<file path="config.mk">
export PLATFORM = sky130hd
export DESIGN_NAME = binary_game_input_ctrl
export DESIGN_NICKNAME = d
export VERILOG_FILES = /design/src/rtl/binary_game_input_ctrl.sv
export SDC_FILE = /design/constraint.sdc
export NUM_CORES = 1
export LEC_CHECK = 0
export CORE_AREA = 2 2 73 75
export DETAILED_ROUTE_END_ITERATION = 12
export DIE_AREA = 0 0 75 77
export PLACE_DENSITY = 0.8
export SYNTH_ARGS = -nofsm -noshare
export SYNTH_HDL_FRONTEND = slang
export SYNTH_SLANG_ARGS = --single-unit
</file>
<file path="constraint.sdc">
create_clock -name Clk -period 2.7 [get_ports Clk]
set_input_delay 0.81 -clock Clk [delete_from_list [all_inputs] [get_ports Clk]]
set_output_delay 0.81 -clock Clk [all_outputs]
set_load 0.03 [all_outputs]
</file>
<file path="src/rtl/binary_game_input_ctrl.sv">
// Player input front end for binary_game: synchronises and debounces four push-buttons,
// issues one arbitrated 1-cycle pulse per press and captures the switches with Select.
module binary_game_input_ctrl #(
  parameter int DEBOUNCE_CYCLES = 8,
  parameter int SW_WIDTH        = 8
) (
  input  logic                Clk,
  input  logic                Reset,
  input  logic                btnSelect,
  input  logic                btnQuit,
  input  logic                btnLeft,
  input  logic                btnRight,
  input  logic [SW_WIDTH-1:0] sw,
  output logic                Select,
  output logic                Quit,
  output logic                selectLeft,
  output logic                selectRight,
  output logic [SW_WIDTH-1:0] userNumber
);

  localparam int NBTN  = 4;
  localparam int CNT_W = $clog2(DEBOUNCE_CYCLES + 1);
  localparam logic [CNT_W-1:0] CNT_ZERO = {CNT_W{1'b0}};
  localparam logic [CNT_W-1:0] CNT_ONE  = CNT_W'(1);
  localparam logic [CNT_W-1:0] CNT_LAST = CNT_W'(DEBOUNCE_CYCLES - 1);

  typedef enum logic [2:0] {
    IDLE    = 3'd0,
    W_PRESS = 3'd1,
    FIRE    = 3'd2,
    HELD    = 3'd3,
    W_REL   = 3'd4
  } btnState_e;

  // Bit order: 0 = Quit, 1 = Select, 2 = Left, 3 = Right (also the priority order).
  logic [NBTN-1:0]     btnRaw_s;
  logic [NBTN-1:0]     btnMeta_r;
  logic [NBTN-1:0]     btnSync_r;
  logic [SW_WIDTH-1:0] swMeta_r;
  logic [SW_WIDTH-1:0] swSync_r;
  btnState_e           state_r     [NBTN];
  btnState_e           stateNext_s [NBTN];
  logic [CNT_W-1:0]    cnt_r       [NBTN];
  logic [CNT_W-1:0]    cntNext_s   [NBTN];
  logic [NBTN-1:0]     fire_s;
  logic [NBTN-1:0]     win_s;

  assign btnRaw_s = {btnRight, btnLeft, btnSelect, btnQuit};

  // Two-flop synchronisers for buttons and switches.
  always_ff @(posedge Clk or posedge Reset) begin
    if (Reset) begin
      btnMeta_r <= {NBTN{1'b0}};
      btnSync_r <= {NBTN{1'b0}};
      swMeta_r  <= {SW_WIDTH{1'b0}};
      swSync_r  <= {SW_WIDTH{1'b0}};
    end else begin
      btnMeta_r <= btnRaw_s;
      btnSync_r <= btnMeta_r;
      swMeta_r  <= sw;
      swSync_r  <= swMeta_r;
    end
  end

  // Debounce FSM state and counter registers.
  always_ff @(posedge Clk or posedge Reset) begin
    if (Reset) begin
      for (int i = 0; i < NBTN; i++) begin
        state_r[i] <= IDLE;
        cnt_r[i]   <= CNT_ZERO;
      end
    end else begin
      for (int i = 0; i < NBTN; i++) begin
        state_r[i] <= stateNext_s[i];
        cnt_r[i]   <= cntNext_s[i];
      end
    end
  end

  // Debounce FSM next state; fire_s marks the edge on which a press is accepted.
  always_comb begin
    fire_s = {NBTN{1'b0}};
    for (int i = 0; i < NBTN; i++) begin
      stateNext_s[i] = state_r[i];
      cntNext_s[i]   = cnt_r[i];
      case (state_r[i])
        IDLE: begin
          if (btnSync_r[i]) begin
            stateNext_s[i] = W_PRESS;
            cntNext_s[i]   = CNT_ONE;
          end else begin
            cntNext_s[i] = CNT_ZERO;
          end
        end
        W_PRESS: begin
          if (!btnSync_r[i]) begin
            stateNext_s[i] = IDLE;
            cntNext_s[i]   = CNT_ZERO;
          end else if (cnt_r[i] == CNT_LAST) begin
            stateNext_s[i] = FIRE;
            cntNext_s[i]   = CNT_ZERO;
            fire_s[i]      = 1'b1;
          end else begin
            cntNext_s[i] = cnt_r[i] + CNT_ONE;
          end
        end
        FIRE: begin
          stateNext_s[i] = HELD;
          cntNext_s[i]   = CNT_ZERO;
        end
        HELD: begin
          if (!btnSync_r[i]) begin
            stateNext_s[i] = W_REL;
            cntNext_s[i]   = CNT_ONE;
          end else begin
            cntNext_s[i] = CNT_ZERO;
          end
        end
        W_REL: begin
          if (btnSync_r[i]) begin
            stateNext_s[i] = HELD;
            cntNext_s[i]   = CNT_ZERO;
          end else if (cnt_r[i] == CNT_LAST) begin
            stateNext_s[i] = IDLE;
            cntNext_s[i]   = CNT_ZERO;
          end else begin
            cntNext_s[i] = cnt_r[i] + CNT_ONE;
          end
        end
        default: begin
          stateNext_s[i] = IDLE;
          cntNext_s[i]   = CNT_ZERO;
        end
      endcase
    end
  end

  // Fixed-priority arbitration; losing presses are dropped.
  always_comb begin
    win_s    = {NBTN{1'b0}};
    win_s[0] = fire_s[0];
    win_s[1] = fire_s[1] & ~fire_s[0];
    win_s[2] = fire_s[2] & ~fire_s[1] & ~fire_s[0];
    win_s[3] = fire_s[3] & ~fire_s[2] & ~fire_s[1] & ~fire_s[0];
  end

  // Registered pulses; the switch value is captured on the edge that raises Select.
  always_ff @(posedge Clk or posedge Reset) begin
    if (Reset) begin
      Quit        <= 1'b0;
      Select      <= 1'b0;
      selectLeft  <= 1'b0;
      selectRight <= 1'b0;
      userNumber  <= {SW_WIDTH{1'b0}};
    end else begin
      Quit        <= win_s[0];
      Select      <= win_s[1];
      selectLeft  <= win_s[2];
      selectRight <= win_s[3];
      if (win_s[1]) begin
        userNumber <= swSync_r;
      end else begin
        userNumber <= userNumber;
      end
    end
  end

endmodule
</file>
==> run summary, run 1 <==
The flow ran to the end, and the final reports show no timing, DRC or antenna violations. The met2 track demand over resource in global routing came out at 0.2053. Setup repair after global routing left no endpoint under its margin. In this design, the largest share of critical-path delay is due to buffers and inverters. The post-route total power came out at 1992 uW. The max capacitance violation total came out at 0. The cell at the slowest stage of the critical path is sky130_fd_sc_hd__clkdlybuf4s50_1.

The via count of the first global-routing pass is 1456. The net count after synthesis came out at between 200 and 250. The number of port buffers is 25.

The HPWL reported at the end of detailed placement came out at 2.761 mm. The number of pins exceeding their max-slew limit in the final report came out at 0. The via count normalized by instance count is 5.074. The final critical delay including setup and external delays came out at 2.166 ns. Of the total synthesized cell area, the portion taken by AND, OR, NAND and NOR gates is 0.1776. The number of H-tree levels is 3.

The fraction of registers with async set or reset after synthesis came out at 1.000. The net count of the finished layout is 267. The summed negative setup slack over all endpoints is 0 ns. The post-cts gate resize count is 0. The die outline area is 5775 um^2.

The count of cell types in the netlist is 37. The post-route DRC violation count is 0. The placement row count is 26. Based on the critical path, the design can be clocked at up to roughly 460 MHz. For this run, global-route usage on met3 was measured as 0.07359.

The type of destination of the critical path is an output pin. Counting both buffers and inverters, the worst setup path holds a total of 1. For the pin with the worst max-slew slack, the measured transition is 0.5428 ns. The number of instances in the synthesized netlist came out at 217.

The buffer count from post-CTS setup fixing came out at 0. Data on the critical path arrives at its endpoint at approximately 1.4 ns. Across every metal layer, demand over resource in global routing totals 0.1618.

The normalized max-slew margin came out at 0.6382. The XOR/XNOR share of the synthesized area is 0.02371. The met1 usage in global routing is 0.2419. The maximum clock insertion buffer count came out at 2. Of the total synthesized cell area, the portion taken by full adders, half adders and majority gates is 0.01935. The cell area power density came out at between 600 and 700 nW/um^2. The count of boundary I/O pins is 26.

The wire length of the first global-routing pass is 6.893 mm. By area, the combinational part of the netlist is dominated by simple AND/OR/NAND/NOR gates. The total non-filler cell area in the finished layout is ~3100 um^2. The worst voltage drop across the vdd grid came out at ~400 uV. By startpoint and endpoint, the worst setup path is classified as reg -> out.

The ratio of cells with drive above 1 in the final layout came out at 0.1146. The final weighted congestion in routability-driven placement came out at 0.7898. Dividing the detail-routed wire length by the instance count gives ~12 um. The critical path required time came out at 1.89 ns. Before CTS, the worst setup slack after placement is around 0.67 ns.

The initial antenna violation count came out at 0. The path class of the tightest hold or removal check is reg -> reg. The via count is 1639. The sequential share of the synthesized area is 0.6193. The post-route antenna net violation count is 0. Walking the worst path, the cells encountered are clkdlybuf4s50_1.

Clock tree synthesis found a total of 64 sinks. The vertical die dimension came out at 77 um. Averaged over all synthesized cells, the footprint is 11.92 um^2.

The worst setup path is launched from a flip-flop. The antenna diode count is 0. The setup slack after layout came out at 0.5342 ns. The count of flip-flops with a built-in enable after synthesis came out at 0. The design internal power came out at 1553 uW. Among all flip-flop cells after synthesis, the most frequent one is sky130_fd_sc_hd__dfrtp_1. The portion of synthesized area spent on multiplexers is 0.05031.

The source-to-sink clock delay at the later pin of the worst-skew pair is 0.33 ns. The number of buffers added to fix hold violations after cts is 0. The effective utilization at floorplan is 0.5196. The Yosys warning count is 0. The leftover overflow at the end of global routing is 0.

The compound-cell area share of the yosys netlist is 0.08079. After clock tree synthesis, the clock-pin slew on the worst setup and hold paths is 0.06 ns. The setup skew after layout came out at 0.005620 ns.

Summed over all nets, the switching power comes to 438.9 uW. Of the total power, the share spent switching nets is 0.2204. The combinational share of power came out at 0.062. The number of buffers created by CTS came out at 9.

The cell area after technology mapping is 2586 um^2. The clock tree from TritonCTS is yes. The synthesized design contains 64 register bits. The placeable core region came out at 4977 um^2.

After global routing, the most crowded layer is met1. The part of the power in registers came out at 0.520. The number of detailed-route iterations in the first pass came out at 4. Entering global routing, the biggest net connects 26 pins. The final setup violation count came out at 0. The maximum fanout encountered on the critical timing path came out at 2. The part of the power in the clock network is 0.418. The initial detailed-routing violation count is 90. The die is 75 um wide.

The hold violation count in the final report is 0. The cell area after placement came out at 2910 um^2. The cell sitting at the root of the clock tree is a sky130_fd_sc_hd__clkbuf_8.

The static leakage power came out at roughly 0.0014 uW. The final-layout worst hold slack is 0.3486 ns. The wire length reported by the detailed router came out at about 4.0 mm. The growth of design area from synthesis to finish is 20.46%.

The layout filler cell count is between 300 and 400. Of the available clock period, the critical path in the final layout requires 0.8022. On the worst path, the slowest cell contributes a delay of 0.67 ns.
==> power groups by stage <==
stage               clock [uW]  combinational, uW  sequential (uW)
finish                     833                123             1040
global route               910                142             1040
detailed placement           0                125             1050
floorplan                    0               91.8             1040
CTS                        856                125             1040
global placement             0                121             1050
==> cell usage after synthesis (all sizes together), types with 4 or more instances <==
| library cell | number | area (um^2) |
|---|---|---|
| inv | 9 | 33.78 |
| o21ai | 6 | 30.03 |
| a21oi | 17 | 85.08 |
| nand3b | 7 | 65.06 |
| ha | 4 | 50.05 |
| dfrtp | 64 | 1602 |
| nand2b | 7 | 43.79 |
| nor2b | 7 | 43.79 |
| o22ai | 8 | 50.05 |
| nor2 | 26 | 97.59 |
| nand3 | 6 | 30.03 |
| nor3 | 7 | 35.03 |
| xnor2 | 4 | 35.03 |
| mux2 | 8 | 120.1 |
| nand2 | 5 | 18.77 |
==> path summary, 6_finish.rpt <==
| kind | start | end | slack, ns | depth (start not counted) |
|---|---|---|---|---|
| max | userNumber[4]$_DFFE_PP0P_ | userNumber[4] | 0.53 | 1 |
| min | swMeta_r[1]$_DFF_PP0_ | swSync_r[1]$_DFF_PP0_ | 0.35 | 0 |
| max reg2reg | cnt_r[12]$_DFF_PP0_ | userNumber[2]$_DFFE_PP0P_ | 0.64 | 5 |
| min reg2reg | swMeta_r[1]$_DFF_PP0_ | swSync_r[1]$_DFF_PP0_ | 0.35 | 0 |
| max in group asynchronous | Reset | userNumber[5]$_DFFE_PP0P_ | 1.32 | 3 |
| min in group asynchronous | Reset | swMeta_r[0]$_DFF_PP0_ | 0.76 | 2 |
==> state kept, by name (all words and copies together), names as in the netlist <==
register / cells
swSync_r: 8
selectRight: 1
btnMeta_r: 4
userNumber: 8
selectLeft: 1
btnSync_r: 4
swMeta_r: 8
cnt_r: 16
Quit: 1
Select: 1
state_r: 12
==> per-stage QoR <==
| stage | util | cells |
|---|---|---|
| 2_1_floorplan | - | 217 |
| 3_3_place_gp | 0.5847 | 308 |
| 3_5_place_dp | 0.5847 | 308 |
| 4_1_cts | 0.6259 | 323 |
| 5_1_grt | 0.6259 | 323 |
| 6_report | 0.6259 | 323 |
==> metal layers <==
layer | share of wire | vias up
met5 | 0 | -
met4 | 0.013 | 0
met3 | 0.050 | 5
met2 | 0.45 | 45
met1 | 0.49 | 770
li1 | - | 819
==> cell families (layout without fill, tap and decap cells) <==
group	count (synthesis)	count (layout)
and+or+nand+nor	81	81
buffers and inverters	15	51
AOI/OAI and AO/OA	37	37
DFF	64	64
xor gates and xnor gates	7	7
muxes	9	9
adders and majority gates	4	4
==> cell type report <==
class / instances / area (um^2) / area share
clock buffers: 12 / 165.2 / 0.05301
well taps: 70 / 87.58 / 0.02811
clock inverters: 3 / 40.04 / 0.01285
repair buffers: 27 / 277.8 / 0.08916
inverters: 9 / 33.78 / 0.01084
multi-input cells: 138 / 909.6 / 0.2920
flip-flops and latches: 64 / 1602 / 0.5141
==> cells in the final DEF, fill, tap and decap left out, types with 2 or more instances in the layout <==
master / Yosys / routed
sky130_fd_sc_hd__a21oi_1: 17 / 17
sky130_fd_sc_hd__a31oi_1: 2 / 2
sky130_fd_sc_hd__xnor2_1: 4 / 4
sky130_fd_sc_hd__inv_1: 9 / 8
sky130_fd_sc_hd__nand2_1: 5 / 5
sky130_fd_sc_hd__o21ai_0: 6 / 6
sky130_fd_sc_hd__nor2b_1: 7 / 7
sky130_fd_sc_hd__nand2b_1: 7 / 7
sky130_fd_sc_hd__nand3b_1: 6 / 6
sky130_fd_sc_hd__nand3_1: 6 / 6
sky130_fd_sc_hd__nor2_1: 26 / 26
sky130_fd_sc_hd__or2b_1: 2 / 2
sky130_fd_sc_hd__and3b_1: 3 / 3
sky130_fd_sc_hd__clkinv_2: 0 / 2
sky130_fd_sc_hd__nor3b_1: 3 / 3
sky130_fd_sc_hd__clkbuf_8: 0 / 12
sky130_fd_sc_hd__dfrtp_1: 64 / 64
sky130_fd_sc_hd__o22ai_1: 8 / 8
sky130_fd_sc_hd__nor3_1: 7 / 7
sky130_fd_sc_hd__ha_1: 4 / 4
sky130_fd_sc_hd__clkdlybuf4s50_1: 0 / 25
sky130_fd_sc_hd__xor2_1: 3 / 3
sky130_fd_sc_hd__mux2_4: 8 / 8
Note: power is estimated with default switching activity, not from simulation.
==> run 2: changes to the inputs <==
--- a/config.mk
+++ b/config.mk
@@ -5,10 +5,10 @@
 export SDC_FILE = /design/constraint.sdc
 export NUM_CORES = 1
 export LEC_CHECK = 0
-export CORE_AREA = 2 2 73 75
+export CORE_AREA = 2 2 75 77
 export DETAILED_ROUTE_END_ITERATION = 12
-export DIE_AREA = 0 0 75 77
-export PLACE_DENSITY = 0.8
+export DIE_AREA = 0 0 77 79
+export PLACE_DENSITY = 0.79
 export SYNTH_ARGS = -nofsm -noshare
 export SYNTH_HDL_FRONTEND = slang
 export SYNTH_SLANG_ARGS = --single-unit
==> constraint.sdc (replaced) <==
create_clock -name Clk -period 1.98 [get_ports Clk]
set_input_delay 0.594 -clock Clk [delete_from_list [all_inputs] [get_ports Clk]]
set_output_delay 0.594 -clock Clk [all_outputs]
set_load 0.03 [all_outputs]
==> run 2 against run 1 <==
Design area increased by 2.6%. Clock power increased by 42%. Hold slack barely moved. Register-to-register slack got worse by 0.45 ns. Sequential power is 36% higher. Via count is 3.4% higher. Utilization is 2.7 points lower. Critical path depth unchanged. Final cell count is 2.2% higher. Die area grew 5.3%. Largest cell class unchanged.
==> run summary, run 2 (synthesis gave the netlist of run 1 again) <==
The post-route total power came out at 2768 uW. The worst hold-check path type is reg -> reg. The part of the power in the clock network came out at 0.425. The clock-pin transition on the worst setup and hold timing paths is ~0.070 ns. The clock root buffer is sky130_fd_sc_hd__clkbuf_8.

The cell family contributing the most delay on the critical path is buffers and inverters. The final setup violation count is 0. The summed negative setup slack over all endpoints is 0 ns. The run finished with clean final reports. The final-layout worst hold slack came out at 0.3484 ns. The number of detailed-route iterations in the first pass is 5. Counting both buffers and inverters, the worst setup path holds a total of 1.

The max capacitance violation total is 0. The wire length reported by the detailed router is 4.333 mm. The initial detailed-routing violation count is around 170. After detailed routing, the average wire length per cell comes to 13.13 um. TritonCTS built the clock tree.

Relative to the synthesized area, the layout overhead comes to 23.61%. Row generation in the floorplan step produced 27 rows. The source-to-sink clock delay at the later pin of the worst-skew pair came out at 0.33 ns.

The maximum number of pins on one net before global-route repair came out at 29. The number of nets in the final layout came out at 271. Once detail routing completed, the nets flagged for antenna violations numbered 0.

The post-route DRC violation count came out at 0. 0 antenna diodes ended up in the layout. The final weighted congestion in routability-driven placement is 0.8326. The hold violation count in the final report came out at 0.

The combinational share of power is 0.066. Summing all placed instances gives a cell area of 2959 um^2. The worst endpoint data arrival time is 1.33 ns.

The highest cell delay on the worst timing path is between 0.6 and 0.7 ns. The die is 77 um wide. The most common library cell in the layout ignoring fill and taps is sky130_fd_sc_hd__dfrtp_1.

The number of pins exceeding their max-slew limit in the final report came out at 0. The critical path is of the reg -> out type. The maximum fanout encountered on the critical timing path is 1. The normalized max-slew margin is 0.7783.

In this run the standard cell core region covers roughly 5300 um^2. The number of port buffers is 25. The met1 usage in global routing came out at 0.2086. TritonCTS created 9 clock buffers. The number of buffers added to fix hold violations after cts came out at 0. The design internal power is ~2200 uW.

The part of the power in registers came out at 0.510. The post-route fraction of the period consumed by the critical path is 0.9704. The initial utilization of the core area, before any placement, comes to 0.4845. Of the total power, the share spent switching nets is 0.2162.

Of the cells placed in the final design, the portion with a size suffix greater than 1 is 0.1318. The busiest layer in global routing is met2. The met2 track demand over resource in global routing came out at 0.2447. In this run the deepest clock path goes through 2 buffers. The critical path required time came out at 1.39 ns. STA classifies the critical path startpoint as a flip-flop. The final route contains 1695 vias. The leftover overflow at the end of global routing came out at 0. The die outline area came out at a little over 6000 um^2. Setup repair after global routing left no endpoint under its margin. In the post-route analysis, the smallest setup slack over all paths is about 0.059 ns. The register bank with the most flops is cnt_r. STA classifies the critical path endpoint as an output pin. Between clock sinks in the finished design, the worst skew comes to 0.006600 ns. The initial antenna violation count is 0. In this run the vertical extent of the chip is just under 80 um. The pre-CTS worst setup slack came out at -0.03037 ns. In the layout the commonest cells are 64 x sky130_fd_sc_hd__dfrtp_1, 26 x sky130_fd_sc_hd__nor2_1, 17 x sky130_fd_sc_hd__a21oi_1, 15 x sky130_fd_sc_hd__clkdlybuf4s50_1, 13 x sky130_fd_sc_hd__clkbuf_8. The fmax came out at between 500 and 600 MHz. 26 I/O pins were placed. Traced cell by cell, the critical path runs through clkdlybuf4s50_1.

The transition time of the tightest slew-check pin came out at 0.3321 ns. The global-route total usage across every layer came out at 0.1605. The cell area power density came out at 866.0 nW/um^2.

In the final layout, the registers with the most flip-flops are cnt_r: 16 flops, state_r: 12 flops. The net switching power came out at 598.5 uW. The number of flip-flops in the largest register came out at 16. The HPWL reported at the end of detailed placement is 3.048 mm.

The worst voltage drop across the vdd grid came out at 434.6 uV. CTS built an H-tree with a depth of 3. The via count of the first global-routing pass came out at 1623.

The final critical delay including setup and external delays came out at 1.921 ns. The total non-filler cell area in the finished layout is 3197 um^2. The slowest stage of the critical path is the sky130_fd_sc_hd__clkdlybuf4s50_1 cell.

The static leakage power came out at ~0.0016 uW. The wire length of the first global-routing pass came out at ~7.5 mm. For met3 alone, demand over resource in global routing was 0.06705. In the routed layout, each cell is associated on average with a via count of 5.136. The sink count of the clock tree is 64.
-- run 2: timing repair --
action | in CTS | in global routing
resized for setup | 3 | 9
gates cloned | 0 | 0
setup endpoints to repair | 10 | 16
setup buffers | 0 | 0
endpoints found under the hold margin | 0 | 0
-- run 2: power by group through the flow --
stage | sequential, uW | clock [uW] | combinational (uW)
6_report | 1410 | 1180 | 181
5_1_grt | 1420 | 1260 | 208
4_1_cts | 1410 | 1210 | 185
3_5_place_dp | 1430 | 0 | 185
3_3_place_gp | 1430 | 0 | 180
2_1_floorplan | 1420 | 0 | 126
-- run 2: final timing paths --
| kind | start | end | slack [ns] | depth (start not counted) |
|---|---|---|---|---|
| min | btnMeta_r[3]$_DFF_PP0_ | btnSync_r[3]$_DFF_PP0_ | 0.35 | 0 |
| min in group asynchronous | Reset | cnt_r[10]$_DFF_PP0_ | 0.56 | 2 |
| max in group asynchronous | Reset | cnt_r[15]$_DFF_PP0_ | 1.00 | 3 |
| max reg2reg | cnt_r[8]$_DFF_PP0_ | userNumber[0]$_DFFE_PP0P_ | 0.19 | 5 |
| max | selectRight$_DFF_PP0_ | selectRight | 0.06 | 1 |
| min reg2reg | btnMeta_r[3]$_DFF_PP0_ | btnSync_r[3]$_DFF_PP0_ | 0.35 | 0 |
-- run 2: metrics by stage --
| stage | instances | util |
|---|---|---|
| after floorplan | 217 | - |
| after global placement | 314 | 0.5544 |
| after detailed placement | 314 | 0.5544 |
| after CTS | 330 | 0.5947 |
| after global routing | 330 | 0.5989 |
| final | 330 | 0.5989 |
-- run 2: per-layer routing --
metal | wire length, um | part of all wire
met4 | 80 | 0.018
met5 | 0 | 0
met1 | 1981 | 0.46
met3 | 240 | 0.055
met2 | 2029 | 0.47
-- run 2: final cells by class --
cell class | count | area [um^2]
clock inverter | 2 | 35.03
timing repair buffer | 31 | 337.8
sequential | 64 | 1602
clock buffer | 14 | 182.7
fill | 457 | 2141
inverter | 9 | 37.54
tap | 72 | 90.09
multi-input combinational | 138 | 912.1
==> run 3: changes to the inputs <==
--- a/config.mk
+++ b/config.mk
@@ -6,9 +6,11 @@
 export NUM_CORES = 1
 export LEC_CHECK = 0
 export CORE_AREA = 2 2 75 77
+export CTS_CLUSTER_DIAMETER = 50
 export DETAILED_ROUTE_END_ITERATION = 12
 export DIE_AREA = 0 0 77 79
 export PLACE_DENSITY = 0.79
+export SETUP_SLACK_MARGIN = 0.2
 export SYNTH_ARGS = -nofsm -noshare
 export SYNTH_HDL_FRONTEND = slang
 export SYNTH_SLANG_ARGS = --single-unit
==> run 3 against run 2 <==
Non-clock buffer count is 1 higher. Clock power hardly changed. Clock skew is 0.00060 ns higher. Hold slack hardly changed. Critical path type is now reg -> reg. Critical endpoint is now userNumber[0]$_DFFE_PP0P_.
==> run summary, run 3 (synthesis gave the netlist of run 1 again) <==
The clock passes through at most 2 buffers. The worst voltage drop across the vdd grid came out at roughly 430 uV. Walking the worst path, the cells encountered are ha_2, nand3b_1, nor4b_4, or2_4, mux2_4.

The critical path is of the reg -> reg type. The maximum number of pins on one net before global-route repair came out at 29. The fmax is approximately 560 MHz. The largest registers in the layout are cnt_r: 16 flops, state_r: 12 flops. The setup slack after layout is approximately 0.20 ns. For the worst-skew pair, the clock arrives at the later sink with an insertion delay of 0.33 ns.

In the global route stage, overall resource usage came out at 0.1625. The number of pins exceeding their max-slew limit in the final report was 0. The clock-pin transition on the worst setup and hold timing paths came out at 0.07 ns. The max capacitance violation total is 0. The library cell used most frequently in the layout, excluding fill and tap cells, is sky130_fd_sc_hd__dfrtp_1. The placement row count came out at 27. The cell family contributing the most delay on the critical path is simple AND/OR/NAND/NOR gates. The antenna diode count is 0. The number of nets in the final layout is 273. STA classifies the critical path endpoint as a flip-flop. The via count normalized by instance count came out at 5.130. The die boundary width is 77 um. The clock root buffer is sky130_fd_sc_hd__clkbuf_8.

The first global-routing pass estimated 7.562 mm of wire. The buffers plus inverters on the worst setup path came out at 0. The combinational share of power came out at 0.067. The flow ran to the end, and the final reports show no timing, DRC or antenna violations. STA puts the critical path data required time at approximately 2.2 ns. The growth of design area from synthesis to finish came out at 23.71%. Once detailed placement completed, the half-perimeter wirelength came to 3.048 mm. The largest single stage delay on the critical path is around 0.39 ns. The switching share of power came out at 0.2163. The post-route fraction of the period consumed by the critical path came out at 0.8975. Input and output buffers added on the ports amount to 25. Setup repair after global routing could not meet its margin everywhere. The transition time of the tightest slew-check pin is 0.3181 ns. At the end of routability-driven placement, the weighted congestion stood at about 0.83.

The setup skew after layout is 0.007198 ns. The routed wire length per instance is about 13 um. Summing all placed instances gives a cell area of 2959 um^2. The worst endpoint data arrival time is 1.99 ns. The pre-CTS worst setup slack is -0.03037 ns.

TritonCTS built the clock tree. In the layout the commonest cells are 64 x sky130_fd_sc_hd__dfrtp_1, 26 x sky130_fd_sc_hd__nor2_1, 17 x sky130_fd_sc_hd__a21oi_1, 13 x sky130_fd_sc_hd__clkbuf_8, 13 x sky130_fd_sc_hd__clkdlybuf4s50_1. Once layout is complete, the cells apart from fillers number 332. The effective utilization at floorplan is 0.4845. The initial antenna violation count is 0. The total area inside the core boundary comes to 5338 um^2. Ranked by flip-flop count, first place goes to cnt_r.

The post-route DRC violation count came out at 0. During I/O placement, the number of pins put on the boundary was 26. The summed negative setup slack over all endpoints came out at 0 ns. The design internal power is 2172 uW. STA classifies the critical path startpoint as a flip-flop. The number of flip-flops in the largest register is 16. Of the total power, the clock network draws 0.424.

The ratio of cells with drive above 1 in the final layout is 0.1500. The vertical die dimension is a little under 80 um. Headroom to the max-slew limit came out at 0.7879. The number of buffers created by CTS came out at 9. For this design the total switching power over the nets is 599.5 uW. The number of buffers added to fix hold violations after cts came out at 0. After detailed placement, the design holds a cell count of 314. Wires add up to around 4.4 mm. The cell area power density came out at 866.4 nW/um^2. The total overflow left after global routing is 0. The post-route antenna net violation count is 0. The static leakage power is between 0.0015 and 0.002 uW. The largest individual stage delay along the critical path comes from the cell sky130_fd_sc_hd__dfrtp_1.

The part of the power in registers came out at 0.509. The number of detailed-route iterations in the first pass is 4. Setup violations remaining at the end of the flow were counted as 0. The sink count of the clock tree is 64. The tightest min-delay check is of the reg -> reg type.

The hold violation count in the final report is 0. The die outline area is about 6100 um^2. The initial detailed-routing violation count came out at 197. The maximum fanout encountered on the critical timing path came out at 5. The H-tree was split into 3 levels.

The total non-filler cell area in the finished layout came out at between 3000 and 4000 um^2. The via count of the first global-routing pass is 1638. The final critical delay including setup and external delays came out at 1.777 ns. The final route contains about 1700 vias.
[run 3: cell type report]
cell class | instances | area, um^2
Clock buffer | 14 | 182.7
Clock inverter | 2 | 35.03
Fill cell | 454 | 2138
Inverter | 9 | 37.54
Multi-Input combinational cell | 139 | 939.7
Sequential cell | 64 | 1602
Tap cell | 72 | 90.09
Timing Repair Buffer | 32 | 312.8
[run 3: path summary, 6_finish.rpt]
check                                        from                        end  slack [ns]  cells after the start
hold / removal             btnMeta_r[3]$_DFF_PP0_     btnSync_r[3]$_DFF_PP0_        0.35                      0
setup / recovery              cnt_r[12]$_DFF_PP0_  userNumber[0]$_DFFE_PP0P_        0.20                      5
hold reg to reg            btnMeta_r[3]$_DFF_PP0_     btnSync_r[3]$_DFF_PP0_        0.35                      0
min in group asynchronous                   Reset        cnt_r[10]$_DFF_PP0_        0.57                      2
setup reg to reg              cnt_r[12]$_DFF_PP0_  userNumber[0]$_DFFE_PP0P_        0.20                      5
max in group asynchronous                   Reset        cnt_r[15]$_DFF_PP0_        0.99                      3
[run 3: timing repair]
item                       in CTS  in global routing
pin swaps                       1                  2
gates resized for setup        17                  2
gates cloned                    1                  0
setup endpoints to repair      20                  8
setup buffers                   1                  0
[run 3: power groups by stage]
stage               sequential [uW]  combinational, uW  clock (uW)
floorplan                      1420                126           0
global placement               1430                180           0
detailed placement             1430                185           0
CTS                            1410                188        1210
global route                   1420                213        1260
finish                         1410                186        1170
[run 3: stage by stage]
stage	utilization	hold slack (ns)	power, uW
finish	0.5994	0.3483	2772
global route	0.5994	0.3575	2894
CTS	0.5980	0.3500	2805
detailed placement	0.5544	0.3362	1620
global placement	0.5544	0.3333	1611
floorplan	-	0.3312	1543
[run 3: per-layer routing]
metal	wire length, um	GRT usage
met5	0	0
met4	62	0.05536
met3	230	0.06818
met2	2055	0.2482
met1	2021	0.2109
